===== src/rtl/alu_pkg.sv =====
// alu_pkg: shared constants and types for the ALU control / RV32M sequencer.
//   - ALU operation codes driven onto alu_ctrl
//   - alu_op encodings from the main decoder
//   - func3 encodings of the M extension
//   - md_state_t, the multiply/divide sequencer state
//   - decode_alu(): base-ISA decode of alu_op/func7bit30/func3
package alu_pkg;

    localparam logic [3:0] ALU_AND  = 4'b0000;
    localparam logic [3:0] ALU_OR   = 4'b0001;
    localparam logic [3:0] ALU_ADD  = 4'b0010;
    localparam logic [3:0] ALU_SLL  = 4'b0011;
    localparam logic [3:0] ALU_SLT  = 4'b0100;
    localparam logic [3:0] ALU_SLTU = 4'b0101;
    localparam logic [3:0] ALU_SUB  = 4'b0110;
    localparam logic [3:0] ALU_XOR  = 4'b0111;
    localparam logic [3:0] ALU_SRL  = 4'b1000;
    localparam logic [3:0] ALU_SRA  = 4'b1010;

    localparam logic [1:0] ALU_OP_LDST   = 2'b00;
    localparam logic [1:0] ALU_OP_BRANCH = 2'b01;
    localparam logic [1:0] ALU_OP_RTYPE  = 2'b10;
    localparam logic [1:0] ALU_OP_ITYPE  = 2'b11;

    localparam logic [2:0] F3_MUL    = 3'b000;
    localparam logic [2:0] F3_MULH   = 3'b001;
    localparam logic [2:0] F3_MULHSU = 3'b010;
    localparam logic [2:0] F3_MULHU  = 3'b011;
    localparam logic [2:0] F3_DIV    = 3'b100;
    localparam logic [2:0] F3_DIVU   = 3'b101;
    localparam logic [2:0] F3_REM    = 3'b110;
    localparam logic [2:0] F3_REMU   = 3'b111;

    typedef enum logic [1:0] {
        IDLE = 2'b00,
        MUL  = 2'b01,
        DIV  = 2'b10,
        DONE = 2'b11
    } md_state_t;

    // Base-ISA decode. I-type shares the R-type table but never subtracts;
    // bit30 only matters there for the srl/sra choice.
    function automatic logic [3:0] decode_alu(input logic [1:0] alu_op,
                                              input logic       bit30,
                                              input logic [2:0] func3);
        logic [3:0] key;
        logic [3:0] code;
        if (alu_op == ALU_OP_ITYPE) begin
            key = {(func3 == 3'b101) & bit30, func3};
        end else begin
            key = {bit30, func3};
        end
        case (key)
            4'b0000: code = ALU_ADD;
            4'b1000: code = ALU_SUB;
            4'b0111: code = ALU_AND;
            4'b0110: code = ALU_OR;
            4'b0001: code = ALU_SLL;
            4'b0010: code = ALU_SLT;
            4'b0011: code = ALU_SLTU;
            4'b0100: code = ALU_XOR;
            4'b0101: code = ALU_SRL;
            4'b1101: code = ALU_SRA;
            default: code = ALU_AND;
        endcase
        case (alu_op)
            ALU_OP_LDST:   decode_alu = ALU_ADD;
            ALU_OP_BRANCH: decode_alu = ALU_SUB;
            default:       decode_alu = code;
        endcase
    endfunction

endpackage


===== src/rtl/md_divider.sv =====
// md_divider: restoring radix-2 divide datapath on unsigned magnitudes.
// Only present when ALU_CTRL_MEXT_EN is defined.
//   clk, rst_n         clock, synchronous active-low reset
//   start              load dividend/divisor, clear partial remainder
//   step               perform one quotient-bit iteration
//   dividend, divisor  XLEN-bit magnitudes, sampled on start
//   quo_next, rem_next result of the iteration performed at the next step;
//                      after the last step these are the final values
`ifdef ALU_CTRL_MEXT_EN
module md_divider #(
    parameter int XLEN = 32
) (
    input  logic            clk,
    input  logic            rst_n,
    input  logic            start,
    input  logic            step,
    input  logic [XLEN-1:0] dividend,
    input  logic [XLEN-1:0] divisor,
    output logic [XLEN-1:0] quo_next,
    output logic [XLEN-1:0] rem_next
);

    logic [XLEN-1:0] quo_r;
    logic [XLEN-1:0] rem_r;
    logic [XLEN-1:0] dvs_r;
    logic [XLEN:0]   shifted_s;
    logic [XLEN:0]   diff_s;

    // One restoring iteration: shift next dividend bit in, subtract if it fits.
    always_comb begin
        shifted_s = {rem_r, quo_r[XLEN-1]};
        diff_s    = shifted_s - {1'b0, dvs_r};
        if (!diff_s[XLEN]) begin
            rem_next = diff_s[XLEN-1:0];
            quo_next = {quo_r[XLEN-2:0], 1'b1};
        end else begin
            rem_next = shifted_s[XLEN-1:0];
            quo_next = {quo_r[XLEN-2:0], 1'b0};
        end
    end

    // Quotient shifts in from the bottom while the dividend shifts out the top.
    always_ff @(posedge clk) begin
        if (!rst_n) begin
            quo_r <= {XLEN{1'b0}};
            rem_r <= {XLEN{1'b0}};
            dvs_r <= {XLEN{1'b0}};
        end else if (start) begin
            quo_r <= dividend;
            rem_r <= {XLEN{1'b0}};
            dvs_r <= divisor;
        end else if (step) begin
            quo_r <= quo_next;
            rem_r <= rem_next;
        end else begin
            quo_r <= quo_r;
            rem_r <= rem_r;
        end
    end

endmodule
`endif


===== src/rtl/alu_ctrl_md.sv =====
// alu_ctrl_md: ALU control decode plus an optional RV32M multi-cycle
// multiply/divide sequencer (built only when ALU_CTRL_MEXT_EN is defined).
//   clk, rst_n                 clock, synchronous active-low reset
//   in_valid / in_ready        M-op handshake (in_ready high while idle)
//   alu_op, func7bit30,
//   func7bit25, func3          decoded instruction fields
//   op_a, op_b                 rs1 / rs2 for M ops
//   flush                      abort in-flight M op, suppress its result
//   alu_ctrl, unsigned_signal  zero-latency base-ISA decode
//   md_busy, md_valid,
//   md_result                  sequencer status and held result
module alu_ctrl_md #(
    parameter int XLEN = 32
) (
    input  logic            clk,
    input  logic            rst_n,
    input  logic            in_valid,
    output logic            in_ready,
    input  logic [1:0]      alu_op,
    input  logic            func7bit30,
    input  logic            func7bit25,
    input  logic [2:0]      func3,
    input  logic [XLEN-1:0] op_a,
    input  logic [XLEN-1:0] op_b,
    input  logic            flush,
    output logic [3:0]      alu_ctrl,
    output logic            unsigned_signal,
    output logic            md_busy,
    output logic            md_valid,
    output logic [XLEN-1:0] md_result
);
    import alu_pkg::*;

    logic m_op_s;

`ifdef ALU_CTRL_MEXT_EN
    assign m_op_s = (alu_op == ALU_OP_RTYPE) && func7bit25;
`else
    assign m_op_s = 1'b0;
`endif

    // M ops drive add onto the ALU; the execute stage ignores it while stalled.
    always_comb begin
        if (m_op_s) begin
            alu_ctrl = ALU_ADD;
        end else begin
            alu_ctrl = decode_alu(alu_op, func7bit30, func3);
        end
    end

    // sltu/sltiu, plus bltu/bgeu on the branch path.
    assign unsigned_signal = (alu_op[1] && (func3 == 3'b011)) ||
                             ((alu_op == ALU_OP_BRANCH) && (func3[2:1] == 2'b11));

`ifdef ALU_CTRL_MEXT_EN
    localparam int CW = $clog2(XLEN);
    localparam logic [CW-1:0]   CNT_START = CW'(XLEN - 1);
    localparam logic [CW-1:0]   CNT_ZERO  = {CW{1'b0}};
    localparam logic [CW-1:0]   CNT_ONE   = CW'(1);
    localparam logic [XLEN-1:0] ALL_ONES  = {XLEN{1'b1}};
    localparam logic [XLEN-1:0] ALL_ZERO  = {XLEN{1'b0}};
    localparam logic [XLEN-1:0] MIN_NEG   = {1'b1, {(XLEN-1){1'b0}}};

    md_state_t         state_r, state_nxt_s;
    logic [CW-1:0]     count_r;
    logic [XLEN-1:0]   op_a_r, op_b_r;
    logic [2:0]        func3_r;
    logic              md_valid_r, valid_nxt_s;
    logic [XLEN-1:0]   md_result_r, result_nxt_s;
    logic              accept_s, div_zero_s, ovf_s;
    logic              a_neg_in_s, b_neg_in_s;
    logic [XLEN-1:0]   a_mag_in_s, b_mag_in_s;
    logic [2*XLEN-1:0] a_ext_s, b_ext_s, prod_s;
    logic              sa_s, sb_s;
    logic [XLEN-1:0]   quo_nxt_s, rem_nxt_s, quo_fix_s, rem_fix_s;

    assign accept_s   = in_valid && (state_r == IDLE) && m_op_s && !flush;
    // Special divide cases are judged on the live operands at the accept edge.
    assign div_zero_s = (op_b == ALL_ZERO);
    assign ovf_s      = !func3[0] && (op_a == MIN_NEG) && (op_b == ALL_ONES);

    assign a_neg_in_s = !func3[0] && op_a[XLEN-1];
    assign b_neg_in_s = !func3[0] && op_b[XLEN-1];
    assign a_mag_in_s = a_neg_in_s ? (ALL_ZERO - op_a) : op_a;
    assign b_mag_in_s = b_neg_in_s ? (ALL_ZERO - op_b) : op_b;

    md_divider #(.XLEN(XLEN)) u_div (
        .clk      (clk),
        .rst_n    (rst_n),
        .start    (accept_s),
        .step     (state_r == DIV),
        .dividend (a_mag_in_s),
        .divisor  (b_mag_in_s),
        .quo_next (quo_nxt_s),
        .rem_next (rem_nxt_s)
    );

    // Full-width product of sign- or zero-extended operands; the low 2*XLEN
    // bits are exact for every signedness mix.
    assign a_ext_s = {{XLEN{((func3_r == F3_MULH) || (func3_r == F3_MULHSU)) && op_a_r[XLEN-1]}}, op_a_r};
    assign b_ext_s = {{XLEN{(func3_r == F3_MULH) && op_b_r[XLEN-1]}}, op_b_r};
    assign prod_s  = a_ext_s * b_ext_s;

    // Divide sign fix-up from the captured operands (signed ops have func3[0]=0).
    assign sa_s      = !func3_r[0] && op_a_r[XLEN-1];
    assign sb_s      = !func3_r[0] && op_b_r[XLEN-1];
    assign quo_fix_s = (sa_s ^ sb_s) ? (ALL_ZERO - quo_nxt_s) : quo_nxt_s;
    assign rem_fix_s = sa_s ? (ALL_ZERO - rem_nxt_s) : rem_nxt_s;

    // Sequencer state, operand capture and iteration counter.
    always_ff @(posedge clk) begin
        if (!rst_n) begin
            state_r <= IDLE;
            count_r <= CNT_ZERO;
            op_a_r  <= ALL_ZERO;
            op_b_r  <= ALL_ZERO;
            func3_r <= 3'b000;
        end else begin
            state_r <= state_nxt_s;
            if (accept_s) begin
                op_a_r  <= op_a;
                op_b_r  <= op_b;
                func3_r <= func3;
                count_r <= CNT_START;
            end else if ((state_r == DIV) && (count_r != CNT_ZERO)) begin
                count_r <= count_r - CNT_ONE;
            end else begin
                count_r <= count_r;
            end
        end
    end

    // Next-state logic; flush overrides everything including a same-cycle accept.
    always_comb begin
        state_nxt_s = state_r;
        if (flush) begin
            state_nxt_s = IDLE;
        end else begin
            case (state_r)
                IDLE: begin
                    if (!accept_s) begin
                        state_nxt_s = IDLE;
                    end else if (!func3[2]) begin
                        state_nxt_s = MUL;
                    end else if (div_zero_s || ovf_s) begin
                        state_nxt_s = DONE;
                    end else begin
                        state_nxt_s = DIV;
                    end
                end
                MUL:     state_nxt_s = DONE;
                DIV: begin
                    if (count_r == CNT_ZERO) begin
                        state_nxt_s = DONE;
                    end else begin
                        state_nxt_s = DIV;
                    end
                end
                DONE:    state_nxt_s = IDLE;
                default: state_nxt_s = IDLE;
            endcase
        end
    end

    // Result selection for the edge that enters DONE.
    always_comb begin
        valid_nxt_s  = 1'b0;
        result_nxt_s = md_result_r;
        if (flush) begin
            valid_nxt_s = 1'b0;
        end else begin
            case (state_r)
                IDLE: begin
                    if (accept_s && func3[2] && div_zero_s) begin
                        valid_nxt_s  = 1'b1;
                        result_nxt_s = func3[1] ? op_a : ALL_ONES;
                    end else if (accept_s && func3[2] && ovf_s) begin
                        valid_nxt_s  = 1'b1;
                        result_nxt_s = func3[1] ? ALL_ZERO : op_a;
                    end else begin
                        valid_nxt_s = 1'b0;
                    end
                end
                MUL: begin
                    valid_nxt_s  = 1'b1;
                    result_nxt_s = (func3_r == F3_MUL) ? prod_s[XLEN-1:0] : prod_s[2*XLEN-1:XLEN];
                end
                DIV: begin
                    if (count_r == CNT_ZERO) begin
                        valid_nxt_s  = 1'b1;
                        result_nxt_s = func3_r[1] ? rem_fix_s : quo_fix_s;
                    end else begin
                        valid_nxt_s = 1'b0;
                    end
                end
                default: valid_nxt_s = 1'b0;
            endcase
        end
    end

    // Registered result pulse and held result.
    always_ff @(posedge clk) begin
        if (!rst_n) begin
            md_valid_r  <= 1'b0;
            md_result_r <= ALL_ZERO;
        end else begin
            md_valid_r  <= valid_nxt_s;
            md_result_r <= result_nxt_s;
        end
    end

    assign md_valid  = md_valid_r;
    assign md_result = md_result_r;
    assign md_busy   = (state_r != IDLE);
    assign in_ready  = (state_r == IDLE);
`else
    logic unused_s;
    assign unused_s  = ^{clk, rst_n, in_valid, func7bit25, op_a, op_b, flush};
    assign in_ready  = 1'b1;
    assign md_busy   = 1'b0;
    assign md_valid  = 1'b0;
    assign md_result = {XLEN{1'b0}};
`endif

endmodule


===== config.mk =====
export PLATFORM = sky130hd
export DESIGN_NAME = alu_ctrl_md
export DESIGN_NICKNAME = d
export VERILOG_FILES = /design/src/rtl/alu_pkg.sv /design/src/rtl/md_divider.sv /design/src/rtl/alu_ctrl_md.sv
export SDC_FILE = /design/constraint.sdc
export NUM_CORES = 1
export LEC_CHECK = 0
export BUFFER_PORTS_ARGS = -buffer_cell sky130_fd_sc_hd__buf_4
export CAP_MARGIN = 20
export CORE_MARGIN = 1
export CORE_UTILIZATION = 18
export DETAILED_ROUTE_END_ITERATION = 7
export GPL_ROUTABILITY_DRIVEN = 0
export PLACE_DENSITY = 0.78
export SYNTH_ARGS = -nofsm -noshare
export SYNTH_HDL_FRONTEND = slang
export SYNTH_SLANG_ARGS = --single-unit

===== constraint.sdc =====
create_clock -name vclk -period 0.8
set_input_delay 0.04 -clock vclk [all_inputs]
set_output_delay 0.04 -clock vclk [all_outputs]
set_load 0.03 [all_outputs]

==> results of run 1 <==
==> layer usage <==
layer	share of wire	track usage
met3	0.088	0
met5	0	0
met1	0.35	0.0537
met4	0	0
met2	0.56	0.120
==> power breakdown <==
part           switching (mW)  internal, mW  leakage (nW)
Combinational           0.335         0.133         0.294
Clock                       0             0             0
Sequential                  0             0             0
==> logic make-up (layout without fill, tap and decap cells) <==
kind of cell,count (synthesis),after routing,share of synthesized area
other cells,2,35,0.0189
buf+inv,36,20,0.672
simple gates,14,14,0.205
compound gates,6,6,0.104
==> timing repair <==
item	4_1_cts	5_1_grt
pin swaps	9	2
endpoints found under the setup margin	4	5
gates resized for setup	23	1
setup buffers	2	1
==> per-stage QoR <==
step	TNS, ps	power [mW]	area, um^2	cells	setup slack, ps
global route	-542	0.492	571	102	-247
finish	-425	0.468	571	102	-229
floorplan	-114	0.435	561	91	-102
CTS	-500	0.465	571	102	-240
global placement	-459	0.396	459	100	-274
detailed placement	-498	0.398	459	100	-309
==> placed cells by master (no fill, tap or decap) <==
master / count
nand2b_4: 3
or4b_4: 1
conb_1: 35
o31ai_4: 1
and2_1: 1
nor2_4: 1
nand3b_1: 1
o22ai_4: 1
o221ai_1: 1
o21ai_1: 1
nor2b_1: 2
nor3b_2: 1
a21oi_2: 1
inv_1: 1
o221ai_4: 1
buf_4: 8
buf_6: 11
nand2_1: 3
nand2_4: 1
==> worst max-delay path by stage <==
stage	startpoint	end	slack, ps	depth (start not counted)
global route	func3[0]	alu_ctrl[2]	-250	4
finish	func3[0]	alu_ctrl[2]	-230	4
floorplan	func3[1]	alu_ctrl[2]	-100	2
CTS	func3[0]	alu_ctrl[2]	-240	4
global placement	func3[1]	alu_ctrl[2]	-270	4
detailed placement	func3[1]	alu_ctrl[2]	-310	4
==> final cells by class <==
type                       instances  area [um^2]  area share
multi-input combinational         55          349       0.612
timing repair buffer              19          184       0.322
tap                               27         33.8      0.0592
inverter                           1         3.75     0.00658
==> worst max-delay path, cell delays in order <==
cell	delay (ps)
buf_6	90
or4b_4	540
o221ai_4	160
buf_6	160
==> summary.txt, run 1 <==
Layout
  – Area delta synth->final: 43.8%
  – Seq cells: 0
  – Fillers: 213
  – Fin util: 0.282
  – Register Area: 0 um^2
  – Share of layout cells above drive strength 1: 0.400
  – Clock buffers: 0
  – Nets: 152
  – N_diodes: 0

Logic synthesis
  – Distinct cell type count after synthesis: 16
  – Cells after synthesis: 58
  – Area leader, netlist: buf_4
  – Synth top area share: 0.662
  – Count leader, synth: buf_4
  – Top cells by count, synth: buf_4 (35), nand2_1 (4), nand2b_1 (3)
  – Post-synthesis sequential area ratio: 0
  – Mapped Area: 397 um^2
  – Avg Synthesized Cell Area: 6.84 um^2
  – Largest cells by area after synthesis: buf_4 (66%), nand2b_1 (4.7%), o221ai_1 (4.4%), nand2_1 (3.8%), nor2b_1 (3.2%)
  – Warnings, synthesis: 0

Pwr
  – Maximum VDD drop: 0.302 mV
  – Power Density: 820 nW/um^2
  – LEAKAGE: 0.294 nW

Floorplanning
  – Die ar.: 2400 um^2
  – Width of the die: 48.9 um
  – Starting density of the core: 0.196
  – Area of the core: 2020 um^2
  – DIE HEIGHT: 48.9 um
  – IO Count: 115
  – # rows: 16

Timing
  – Final worst setup slack: -229 ps
  – Final worst path period share: 1.29
  – Fin. Hold Viols: 0
  – Final setup viols: 3
  – Worst hold slack: 466 ps
  – Minimum clock period: 1030 ps
  – Fmax: 972 MHz
  – Max Slew Vio Count: 0
  – RSZ-0062 raised after global routing: yes

Route
  – DRT Wirelength: 704 um
  – First-pass DRT Iterations: 3
  – DR vias/cell: 3.24
  – Via count: 330
  – DRT antenna net count: 0
  – Number of remaining DRC errors: 0
  – First DRT Iteration DRCs: 4
  – Wire per inst: 6.90 um

Global route
  – Largest net degree at the start of global routing: 7
  – First-pass GRT wire length: 1080 um
  – All-layer global routing usage: 0.0526
  – Remaining Overflow, GRT: 0
  – Initial antenna violation count: 0
  – Number of global-route vias before repair: 275

Worst hold path
  – Hold depth: 3
  – Hold Startpoint: alu_op[1]
  – Min-delay worst type: primary input to output port
  – Worst Hold Endpoint: alu_ctrl[2]

Worst setup path
  – Classification of the worst setup path: primary input to output port
  – CP Max Fanout: 2
  – Critical Path AT: 990 ps
  – Worst EP required: 760 ps
  – CP Launch Type: primary input
  – Critical Path End Type: output port

Placed design
  – Port bufs: 11
  – HPWL Detailed: 535 um

Status
  – Status: complete, but fails checks
  – Failing checks: setup timing

Run
  – Max Cap Violations: 0

Clock network
  – Hold buffers post-CTS: 0
Power figures use the tool's default switching activity.
==> run 2: changes to the inputs <==
- CORE_UTILIZATION: 18 -> 22
- PLACE_DENSITY: 0.78 -> 0.9
- clock period: 0.8 -> 1.3 ns (I/O delays scaled with it)
==> summary.txt, run 2 (same netlist as run 1, synthesis figures left out) <==
Timing
  – RSZ-0062 raised after global routing: no
  – Final setup viols: 0 (-3)
  – Final worst path period share: 0.872
  – Max Slew Vio Count: 0 (unchanged)
  – Setup TNS: 0 ps (+425 ps)
  – Fmax: 883 MHz
  – Worst hold slack: 444 ps (-21.3 ps)
  – Minimum clock period: 1130 ps
  – Fin. Hold Viols: 0 (unchanged)

Global route
  – Met2 Use GR: 0.0676 (-0.0527)
  – Initial antenna violation count: 0 (unchanged)
  – Number of global-route vias before repair: 147 (-47%)
  – Gr busiest metal: met2
  – Met3 Use GR: 0 (unchanged)
  – Remaining Overflow, GRT: 0 (unchanged)
  – All-layer global routing usage: 0.0392 (-0.0135)
  – Largest net degree at the start of global routing: 9 (+2)
  – Grt met1 use: 0.0578 (+0.00413)
  – First-pass GRT wire length: 634 um (-41%)

Layout
  – Fillers: 187 (-12%)
  – N_diodes: 0 (unchanged)
  – Most frequent cells in the layout: conb_1 (35), buf_4 (11), nand2_1 (4)
  – Clock buffers: 0 (unchanged)
  – Nets: 144 (-5.3%)
  – Register Area: 0 um^2 (unchanged)
  – Multi-input logic area: 254 um^2 (-27%)
  – Share of layout cells above drive strength 1: 0.164 (-0.236)
  – Most common cell after layout, fill and taps aside: conb_1
  – Seq cells: 0 (unchanged)
  – Area delta synth->final: -6.62%

Run
  – Max Cap Violations: 0 (unchanged)

Status
  – Status: finished, final reports clean

Worst hold path
  – Hold Startpoint: func3[1]
  – Worst Hold Endpoint: alu_ctrl[3]
  – Min-delay worst type: primary input to output port
  – Hold depth: 3 (unchanged)

Route
  – DRT Wirelength: 542 um (-23%)
  – First DRT Iteration DRCs: 8 (+4)
  – First-pass DRT Iterations: 4 (+1)
  – Wire per inst: 5.96 um (-14%)
  – Number of remaining DRC errors: 0 (unchanged)
  – DRT antenna net count: 0 (unchanged)
  – Via count: 274 (-17%)
  – DR vias/cell: 3.01 (-6.9%)

Floorplanning
  – DIE HEIGHT: 44.5 um (-9.2%)
  – Width of the die: 44.5 um (-9.2%)
  – Area of the core: 1590 um^2 (-21%)
  – # rows: 14 (-2)
  – Starting density of the core: 0.249 (+0.0527)
  – IO Count: 115 (unchanged)
  – Die ar.: 1980 um^2 (-17%)

Worst setup path
  – Worst EP required: 1240 ps (+480 ps)
  – Critical Path AT: 1070 ps (+80 ps)
  – CP Launch Type: primary input
  – Classification of the worst setup path: primary input to output port
  – CP Max Fanout: 6 (+4)
  – Critical Path End Type: output port

Placed design
  – HPWL Detailed: 456 um (-15%)
  – Port bufs: 11 (unchanged)

Pwr
  – Maximum VDD drop: 0.157 mV (-48%)
  – LEAKAGE: 0.213 nW (-28%)
  – Power Density: 585 nW/um^2 (-29%)

Clock network
  – PostCTS Resize Cnt: 0 (-100%)
  – Hold buffers post-CTS: 0 (unchanged)
  – Setup Fix Bufs, Post-CTS: 0 (-2)
run 2: changes by cell type in the layout (fill, tap and decap cells not counted), moves of 3 or more:
cell and delta:
buf_4 +3, buf_6 -11, nand2b_4 -3, nand2b_1 +3
run 2: worst max-delay path by stage:
stage                        endpoint  startpoint
after floorplan           alu_ctrl[2]    func3[1]
after global placement    alu_ctrl[2]    func3[1]
after detailed placement  alu_ctrl[2]    func3[1]
after CTS                 alu_ctrl[2]    func3[1]
after global routing      alu_ctrl[2]    func3[1]
final                     alu_ctrl[2]    func3[1]
run 2: cell type report:
type               count  area share
inverters              1      0.0101
repair buffers        11       0.223
multi-input cells     55       0.686
well taps             24      0.0811
run 2: per-stage QoR:
step                      utilization  std cells  worst slack [ps]  power [mW]  cell area, um^2
after floorplan                     -         91               119       0.255              520
after global placement          0.232         91               172       0.214              370
after detailed placement        0.232         91               175       0.214              370
after CTS                       0.232         91               175       0.215              370
after global routing            0.232         91               104       0.230              370
final                           0.232         91               167       0.217              370
run 2: worst max-delay path, stage by stage:
cell	delay (ps)
buf_4	130
or4b_1	510
o221ai_1	170
buf_4	190
run 2: power breakdown:
group	total, mW	switching, mW	internal (mW)
logic	0.217	0.179	0.0373
registers	0	0	0
clock network	0	0	0
total	0.217	0.179	0.0373
run 2: routing by layer:
layer | wire length [um] | part of all wire
met1 | 213 | 0.39
met2 | 245 | 0.45
met3 | 83 | 0.15
met4 | 0 | 0
met5 | 0 | 0
==> run 3: changes to the inputs <==
- CORE_UTILIZATION: 22 -> 20
- PLACE_DENSITY: 0.9 -> 0.83
- clock period: 1.3 -> 1.1 ns (I/O delays scaled with it)
==> summary.txt, run 3 (same netlist as run 1, synthesis figures left out) <==
Layout
  – Register Area: 0 um^2 (unchanged)
  – Fillers: 213 (+14%)
  – Nets: 147 (+2.1%)
  – Design area: 415 um^2 (+12%)
  – Area delta synth->final: 4.73%
  – Clock buffers: 0 (unchanged)
  – N_diodes: 0 (unchanged)
  – Multi-input logic area: 264 um^2 (+3.9%)
  – Most frequent cells in the layout: conb_1 (35), buf_4 (11), nand2_1 (4)
  – Most common cell after layout, fill and taps aside: conb_1
  – Seq cells: 0 (unchanged)
  – Fin util: 0.233 (+0.000643)
  – Share of layout cells above drive strength 1: 0.229 (+0.0644)

Timing
  – Final setup viols: 0 (unchanged)
  – Max Slew Vio Count: 0 (unchanged)
  – Minimum clock period: 1080 ps
  – Fin. Hold Viols: 0 (unchanged)
  – Fmax: 929 MHz
  – Final worst path period share: 0.979
  – Worst hold slack: 476 ps (+31.3 ps)

Global route
  – Number of global-route vias before repair: 200 (+36%)
  – Gr busiest metal: met2
  – All-layer global routing usage: 0.0494 (+0.0102)
  – Grt met1 use: 0.0644 (+0.00654)
  – Largest net degree at the start of global routing: 9 (unchanged)
  – Met2 Use GR: 0.0944 (+0.0268)
  – Remaining Overflow, GRT: 0 (unchanged)
  – First-pass GRT wire length: 814 um (+28%)
  – Initial antenna violation count: 0 (unchanged)
  – Met3 Use GR: 0 (unchanged)

Placed design
  – Port bufs: 11 (unchanged)
  – DP Area: 400 um^2 (+8.1%)
  – HPWL Detailed: 460 um (+0.94%)

Pwr
  – Maximum VDD drop: 0.171 mV (+8.8%)
  – LEAKAGE: 0.233 nW (+9.6%)
  – Power Density: 659 nW/um^2 (+13%)
  – P_int: 57.6 uW (+54%)
  – Tot Pwr: 274 uW (+26%)
  – P_sw: 216 uW (+21%)
  – Sequential power share: 0 (unchanged)
  – Power share of the combinational group: 1.000 (about the same)
  – Sw Ratio: 0.790 (-0.0381)
  – Clock Power Share: 0 (unchanged)

Route
  – Via count: 296 (+8.0%)
  – First DRT Iteration DRCs: 2 (-6)
  – First-pass DRT Iterations: 4 (unchanged)
  – DR vias/cell: 3.12 (+3.5%)
  – Number of remaining DRC errors: 0 (unchanged)
  – Wire per inst: 5.79 um (-2.8%)
  – DRT antenna net count: 0 (unchanged)
  – DRT Wirelength: 550 um (+1.5%)

Worst setup path
  – Worst EP required: 1040 ps (-200 ps)
  – CP delay by family, top: simple AND/OR/NAND/NOR gates
  – Critical Path AT: 1020 ps (-50 ps)
  – CP Launch Type: primary input
  – Slowest cell on crit path: or4b_4
  – Critical path buffers and inverters: 2 (unchanged)
  – CP Max Fanout: 2 (-4)
  – Worst stage delay on the critical path: 530 ps (+20 ps)
  – Most used cell along the critical path: buf_6
  – Critical path, cell by cell: buf_6 -> or4b_4 -> o221ai_2 -> buf_6
  – Critical Path End Type: output port
  – Classification of the worst setup path: primary input to output port

Floorplanning
  – Area of the core: 1780 um^2 (+12%)
  – DIE HEIGHT: 46.5 um (+4.7%)
  – Die ar.: 2170 um^2 (+9.5%)
  – Starting density of the core: 0.222 (-0.0264)
  – # rows: 15 (+1)
  – IO Count: 115 (unchanged)
  – Width of the die: 46.5 um (+4.7%)

Status
  – Status: finished, final reports clean

Run
  – Max Cap Violations: 0 (unchanged)

Clock network
  – Setup Fix Bufs, Post-CTS: 0 (unchanged)

Worst hold path
  – Min-delay worst type: primary input to output port
-- run 3: worst paths after layout --
kind / startpoint / to / cells after the start
hold / removal: alu_op[1] / alu_ctrl[1] / 3
setup / recovery: func3[2] / alu_ctrl[2] / 4
-- run 3: stage by stage --
step	setup TNS, ps	instances	setup WS [ps]
after global placement	0	95	28.0
after detailed placement	0	95	10.3
final	0	95	23.6
after CTS	0	95	10.3
after global routing	-0.0600	95	-0.0600
after floorplan	-21.5	91	-21.5
-- run 3: power groups by stage --
stage | Sequential [mW] | Combinational, mW | Clock [mW]
floorplan | 0 | 0.305 | 0
global placement | 0 | 0.264 | 0
detailed placement | 0 | 0.265 | 0
CTS | 0 | 0.265 | 0
global route | 0 | 0.295 | 0
finish | 0 | 0.274 | 0
-- run 3: final cells by class --
cell class                 count  area share
inverter                       1     0.00904
multi-input combinational     55       0.636
tap                           25      0.0753
timing repair buffer          14       0.280
-- run 3: per-layer routing --
metal,part of all wire,vias up
li1,-,141
met1,0.34,127
met3,0.11,2
met2,0.53,26
met5,0,-
met4,0.024,0
-- run 3: what timing repair did --
action | CTS | global route
hold buffers | 0 | 0
gates resized for setup | 0 | 4
endpoints found under the setup margin | 0 | 1
hold endpoints to repair | 0 | 0
